**src/rtl/traffic_phase_ctrl.sv**
```systemverilog
// traffic_phase_ctrl: N-road round-robin GREEN->YELLOW->ALL-RED signal controller with a
// tick prescaler, actuated green extension / empty-road skipping and a flashing-yellow override.
module traffic_phase_ctrl #(
   parameter int NUM_ROADS = 3,
   parameter int TICK_DIV  = 4,
   parameter int CNT_W     = 8,
   parameter int GREEN_T   = 10,
   parameter int YELLOW_T  = 2,
   parameter int ALLRED_T  = 1
) (
   input  logic                   clk,
   input  logic                   rst_n,
   input  logic                   enable,
   input  logic                   mode_act,
   input  logic                   flash,
   input  logic [NUM_ROADS-1:0]   veh_req,
   output logic [3*NUM_ROADS-1:0] road_out,
   output logic [2:0]             active_road,
   output logic                   phase_done,
   output logic [3*NUM_ROADS-1:0] io_oeb
);

   localparam int PRE_W = $clog2(TICK_DIV);
   localparam logic [PRE_W-1:0] PRE_LAST    = PRE_W'(TICK_DIV - 1);
   localparam logic [CNT_W-1:0] GREEN_LAST  = CNT_W'(GREEN_T - 1);
   localparam logic [CNT_W-1:0] YELLOW_LAST = CNT_W'(YELLOW_T - 1);
   localparam logic [CNT_W-1:0] ALLRED_LAST = CNT_W'(ALLRED_T - 1);

   localparam logic [2:0] LAMP_RED = 3'b001;
   localparam logic [2:0] LAMP_YEL = 3'b010;
   localparam logic [2:0] LAMP_GRN = 3'b100;

   typedef enum logic [2:0] {
      S_IDLE,
      S_GREEN,
      S_YELLOW,
      S_ALLRED,
      S_FLASH
   } state_t;

   state_t           state;
   logic [PRE_W-1:0] pre;
   logic [CNT_W-1:0] timer;
   logic             resume_zero;
   logic             tick;
   logic             other_req;
   logic             found_req;
   logic [2:0]       next_road;

   assign tick   = (pre == PRE_LAST);
   assign io_oeb = '0;

   always_comb begin
      other_req = 1'b0;
      for (int i = 0; i < NUM_ROADS; i++) begin
         if (veh_req[i] && (active_road != 3'(i))) other_req = 1'b1;
      end
   end

   // Actuated: first requesting road after the current one (wrapping back to itself);
   // with no demand at all, or in fixed mode, simply the successor.
   always_comb begin
      found_req = 1'b0;
      next_road = (active_road == 3'(NUM_ROADS - 1)) ? 3'd0 : active_road + 3'd1;
      if (mode_act) begin
         for (int k = 1; k <= NUM_ROADS; k++) begin
            for (int i = 0; i < NUM_ROADS; i++) begin
               if (!found_req && veh_req[i] && (((int'(active_road) + k) % NUM_ROADS) == i)) begin
                  next_road = 3'(i);
                  found_req = 1'b1;
               end
            end
         end
      end
   end

   always_comb begin
      road_out = '0;
      for (int i = 0; i < NUM_ROADS; i++) begin
         case (state)
            S_GREEN:  road_out[3*i +: 3] = (active_road == 3'(i)) ? LAMP_GRN : LAMP_RED;
            S_YELLOW: road_out[3*i +: 3] = (active_road == 3'(i)) ? LAMP_YEL : LAMP_RED;
            S_FLASH:  road_out[3*i +: 3] = timer[0] ? LAMP_RED : LAMP_YEL;
            default:  road_out[3*i +: 3] = LAMP_RED;
         endcase
      end
   end

   // NOTE: every register here uses <= so all decisions in one edge see pre-edge values;
   // a later assignment in the same edge (state entry, green hold) overrides the default advance.
   always_ff @(posedge clk or negedge rst_n) begin
      if (!rst_n) begin
         state       <= S_IDLE;
         active_road <= 3'd0;
         pre         <= '0;
         timer       <= '0;
         phase_done  <= 1'b0;
         resume_zero <= 1'b0;
      end else begin
         phase_done <= 1'b0;
         if (tick) begin
            pre   <= '0;
            timer <= timer + CNT_W'(1);
         end else begin
            pre <= pre + PRE_W'(1);
         end

         if (flash && (state != S_FLASH)) begin
            state <= S_FLASH;
            pre   <= '0;
            timer <= '0;
         end else begin
            case (state)
               S_IDLE: begin
                  if (enable) begin
                     state       <= S_GREEN;
                     active_road <= 3'd0;
                     pre         <= '0;
                     timer       <= '0;
                  end
               end
               S_GREEN: begin
                  if (tick && (!enable || ((timer == GREEN_LAST) && (!mode_act || other_req)))) begin
                     state <= S_YELLOW;
                     pre   <= '0;
                     timer <= '0;
                  end else if (tick && (timer == GREEN_LAST)) begin
                     timer <= timer;  // actuated hold: minimum green served, no competing demand
                  end
               end
               S_YELLOW: begin
                  if (tick && (timer == YELLOW_LAST)) begin
                     state <= S_ALLRED;
                     pre   <= '0;
                     timer <= '0;
                  end
               end
               S_ALLRED: begin
                  if (tick && (timer == ALLRED_LAST)) begin
                     pre         <= '0;
                     timer       <= '0;
                     resume_zero <= 1'b0;
                     if (!enable) begin
                        state <= S_IDLE;
                     end else begin
                        state       <= S_GREEN;
                        active_road <= resume_zero ? 3'd0 : next_road;
                        phase_done  <= 1'b1;
                     end
                  end
               end
               S_FLASH: begin
                  if (!flash) begin
                     state       <= S_ALLRED;
                     pre         <= '0;
                     timer       <= '0;
                     resume_zero <= 1'b1;
                  end
               end
               default: state <= S_IDLE;
            endcase
         end
      end
   end

endmodule
```
**config.mk**
```make
export PLATFORM = sky130hd
export DESIGN_NAME = traffic_phase_ctrl
export DESIGN_NICKNAME = d
export VERILOG_FILES = /design/src/rtl/traffic_phase_ctrl.sv
export SDC_FILE = /design/constraint.sdc
export NUM_CORES = 1
export LEC_CHECK = 0
export ABC_AREA = 0
export CORE_MARGIN = 8
export CORE_UTILIZATION = 51
export DETAILED_ROUTE_END_ITERATION = 10
export PLACE_DENSITY = 0.84
export SYNTH_ARGS = -nofsm -noshare
export SYNTH_HDL_FRONTEND = slang
export SYNTH_SLANG_ARGS = --single-unit
```
**constraint.sdc**
```tcl
create_clock -name clk -period 4.72 [get_ports clk]
set_clock_uncertainty 0.15 [all_clocks]
set_input_delay 0.944 -clock clk [delete_from_list [all_inputs] [get_ports clk]]
set_output_delay 0.944 -clock clk [all_outputs]
set_load 0.1 [all_outputs]
```
After elaboration in Yosys (flattened, before gate mapping). Cells that the tools add are included.

Word-level logic and storage cells: 171. Register bits: 18. Input port bits: 8.

Bitwise gates (word level): 1. Equality and inequality tests: 28. Muxes and demuxes: 77. Divide/modulo/power cells: 3. Reductions and logical operators: 50. Add/sub/neg operators: 6.

Operator list (number): $eq 32x2->1 const B (3); $eq 32x3->1 const B (3); $logic_not 32->1 (3); $mod 32x3->32 const B (3); $mux 3 (24); $mux 8 (8); $pmux 8 s5 (1); $pmux 3 s3 (3); $logic_and 1x1->1 (26); $mux 1 (26); $mux 2 (11); $ne 3x3->1 const B (6); $pmux 3 s5 (1); $logic_not 1->1 (10); $pmux 2 s5 (1); $reduce_and 5->1 (2); $eq 3x2->1 const B (3); $add 3x2->4 const B (2); $add 8x1->8 const B (1); $eq 8x1->1 const B (1); $eq 8x4->1 const B (1); $logic_not 8->1 (1); $ne 2x2->1 const B (4); $eq 3x1->1 const B (2); 16 further kinds (19).

Logic depth before layout (Yosys ltp).
Depth in word-level cells: 50. Gate-level depth with buffers: 22.

Worst setup path after synthesis. Ideal clock, no wire load.

Path type: register to register. Start point: register active_road[0]. End point: register active_road[1]. Required time: 4444 ps. Setup slack: -995 ps. Stages on the path, launching flop included: 22. Arrival: 5440 ps. Buffers on the path: 3. Setup time: 126 ps. Path through: dfrtp_1 clkbuf_1 clkbuf_1 inv_1 ha_1 clkbuf_1 inv_1 ha_1 ha_1 a21oi_2 nand2_1 xnor2_1 ha_1 nor2_1 a32oi_1 nor2_1 mux2_2 or3_1 o22a_1 a22o_1 a221oi_2 o21ai_1.

Word-level cells in the longest chain between the ends: 50. Elaborated cells on any way between the ends: 73.

Ends and longest elaborated chain: start, declared (line 18) `output logic [2:0] active_road,`; start signal, assigned (line 147) `active_road <= resume_zero ? 3'd0 : next_road;`; $add 3x1->4 (line 68) `if (!found_req && veh_req[i] && (((int'(active_road) + k) % NUM_ROADS) == i)) begin`; $mod 32x3->32 (line 68); $logic_not 32->1 (line 68); $logic_and 1x1->1 (line 68); $mux 1 (line 68); $mux 1 (line 65) `if (mode_act) begin`; $logic_not 1->1 (line 68); $logic_and 1x1->1 (2 in a row) (line 68); [32 not listed]; $logic_not 1->1 (line 68); $logic_and 1x1->1 (2 in a row) (line 68); $mux 3 (line 68); $mux 3 (*) (line 65); $mux 3 (*) (line 147); $mux 3 (*) (line 143) `if (!enable) begin`; $mux 3 (*) (line 139) `if (tick && (timer == ALLRED_LAST)) begin`; $pmux 3 s2 (*) (line 113) `case (state)`.

Mark *: on every way between the ends. The rest lies on a longest branch, timed or not. The select of a mux whose other input is x is not followed. A chain may end at the register's enable or synchronous reset.

Final worst setup path.
Start point: register active_road[1]. End point: register active_road[1].

Same word-level chain as after synthesis.

==> flow_summary.ini <==
[clock_tree]
cts_buffer_depth = 2
cts_sinks = 18
cts_buffers = 3
path_clk_slew_ps = 70
worstSkewPairLatency_ps = 260
cts-root-buf = clkbuf_8
cts_tree = done
h-tree-depth = 1

[die]
core_area_sq_um = 5470
die_h_um = 90.9
die_area_sq_um = 8260
pin_count = 30
row_count = 27
die_width_um = 90.9
start_util = 0.523

[logic_synthesis]
yosysTopAreaCell = dfrtp_1
ys_ff_latch = 18
ys_types = 78
synth_edf_count = 0
synth.area.top_cells = dfrtp_1, ha_1, nor2_1
syn_inst = 386
ys_warn_count = 0
yosysSeqAreaShare = 0.157
synth_top_area_share = 0.157
synth_area_sq_um = 2860
synth-async-reset-ratio = 1.00
syn_avg_cell_area_sq_um = 7.41
yosys_most_used_dff = dfrtp_1

[worst_setup_path]
worst-path-max-fanout = 7
cp_data_arrival_time_ps = 4580
criticalPathCategory = reg2reg
worstReg2RegStart = active_road[1]
slowest_delay_ps = 530
path_cells = clkinvlp_4 > ha_4 > ha_2 > inv_1 > ha_1 > or3b_2 > a21oi_1 > o22ai_2 > a2111o_1 > mux2i_2 > o311a_1 > o22ai_1 > a22o_1 > a221oi_2 > o21ai_1
cp_slowest_cell = a2111o_1
end_kind = flop
required_ps = 4710
crit_start = active_road[1]
cp-start-kind = flop

[global_route]
busiest_layer = met2
met1_usage = 0.214
grt-ovfl-total = 0
use_met2 = 0.317
grt_start_max_net_pins = 28
grt_pass1_wl_um = 12700
grt_pass1_vias = 2753
grt_antenna_before_repair = 0
grt_use_total = 0.176
grtUsageMet3 = 0.0291

[finish]
layout_common_cells = nor2_1, nand2_1, buf_4, a21oi_1, inv_1
num_antenna_cells = 0
fin_util = 0.617
area_delta_synth_final_pct = 18.1
final_common_cell = nor2_1
post_route_cells_drive_above_1_share = 0.177
nets = 453

[run_status]
outcome = completed

[sta]
hold-worst-slack_ps = 282
period_minus_slack_ps = 4580
fin_crit_sh = 0.971
worst-slew-pin-transition_ps = 978
fmax_ghz = 0.218
finalSetupTns_ps = 0
hold_viol_final = 0
slew_viol_final = 0
slew_headroom = 0.346
finalSetupViolations = 0

[route]
drc = 0
dr.pass1.iters = 5
vias = 3020
wl_um = 7830
antenna_left = 0
via_per_inst = 6.18
wl_per_cell_um = 16.0
drt_iter0_markers = 211

[pwr]
power.leakage_nw = 1.39
ir_worst_vdd_uv = 231
totalPowerFinal_mw = 0.644
p_per_area_nw_per_um2 = 191

[min_path]
hp-class = reg2reg
hold_start = pre[0]

[place]
port_buffers = 20
gp_congestion = 0.962
hpwl_um = 5680

[run]
maxCapViolations = 0
[sequential cells by signal, summed over array words and instances, names as in the netlist]
name         flops
active_road      3
phase_done       1
pre              2
resume_zero      1
state            3
timer            8
[cell families (layout without fill, tap and decap cells)]
family | after synthesis | in the layout | synth area share
AND/OR/NAND/NOR | 151 | 151 | 0.270
AO/OA/AOI/OAI | 118 | 118 | 0.292
buffers and inverters | 49 | 72 | 0.0809
adder cells (fa/ha/maj) | 27 | 27 | 0.118
flip-flops | 18 | 18 | 0.157
XOR/XNOR | 15 | 15 | 0.0551
multiplexers | 7 | 7 | 0.0254
other | 1 | 9 | 0.00131
[power breakdown]
group | internal [mW] | switching, mW
registers | 0.167 | 0.0183
logic | 0.100 | 0.231
clock network | 0.0742 | 0.0530
total | 0.342 | 0.302
[worst paths after layout]
kind | to | slack (ps) | depth (start not counted)
worst max-delay path | active_road[1] | 140 | 15
worst min-delay path | pre[0] | 280 | 1
worst max register to register | active_road[1] | 140 | 15
worst min register to register | pre[0] | 280 | 1
max in group asynchronous | active_road[0] | 2880 | 1
min in group asynchronous | timer[1] | 980 | 1
[layout make-up]
type | count | area [sq um]
Multi-Input combinational cell | 327 | 2330
Fill cell | 485 | 2090
Sequential cell | 18 | 457
Timing Repair Buffer | 41 | 338
Inverter | 27 | 110
Tap cell | 72 | 90.1
Clock buffer | 4 | 55.1
[Yosys cell counts, drive strengths merged (8+ instances only)]
cell type / n
ha: 27
nand2b: 8
nand2: 34
buf: 12
inv: 27
clkbuf: 10
xnor2: 10
nor3: 9
a31oi: 10
dfrtp: 18
nor2: 43
o21ai: 20
nand3: 11
a21oi: 28
[critical path, delay by kind of cell, from the launching register on]
family	cells	cell delay (ps)
AO/OA/AOI/OAI	8	1790
adder cells (fa/ha/maj)	3	930
flip-flops	1	490
AND/OR/NAND/NOR	1	470
buffers and inverters	2	340
multiplexers	1	280
[repair_timing]
action                     in CTS  in global routing
setup buffers                   0                 12
resized for setup               0                 12
hold buffers                    0                  0
setup endpoints to repair       0                  3
[through the flow]
stage,setup slack (ps),cells,cell area (sq um)
finish,138,489,3380
floorplan,5.60,394,2970
global route,-86.1,489,3380
CTS,42.6,477,3220
detailed placement,65.1,473,3160
global placement,136,473,3160
[routing by layer]
metal,up-vias,part of all wire
met3,19,0.056
met4,0,0.011
met2,116,0.51
met5,-,0
li1,1466,-
met1,1419,0.43
No activity file was read; power rests on OpenSTA's default activity.
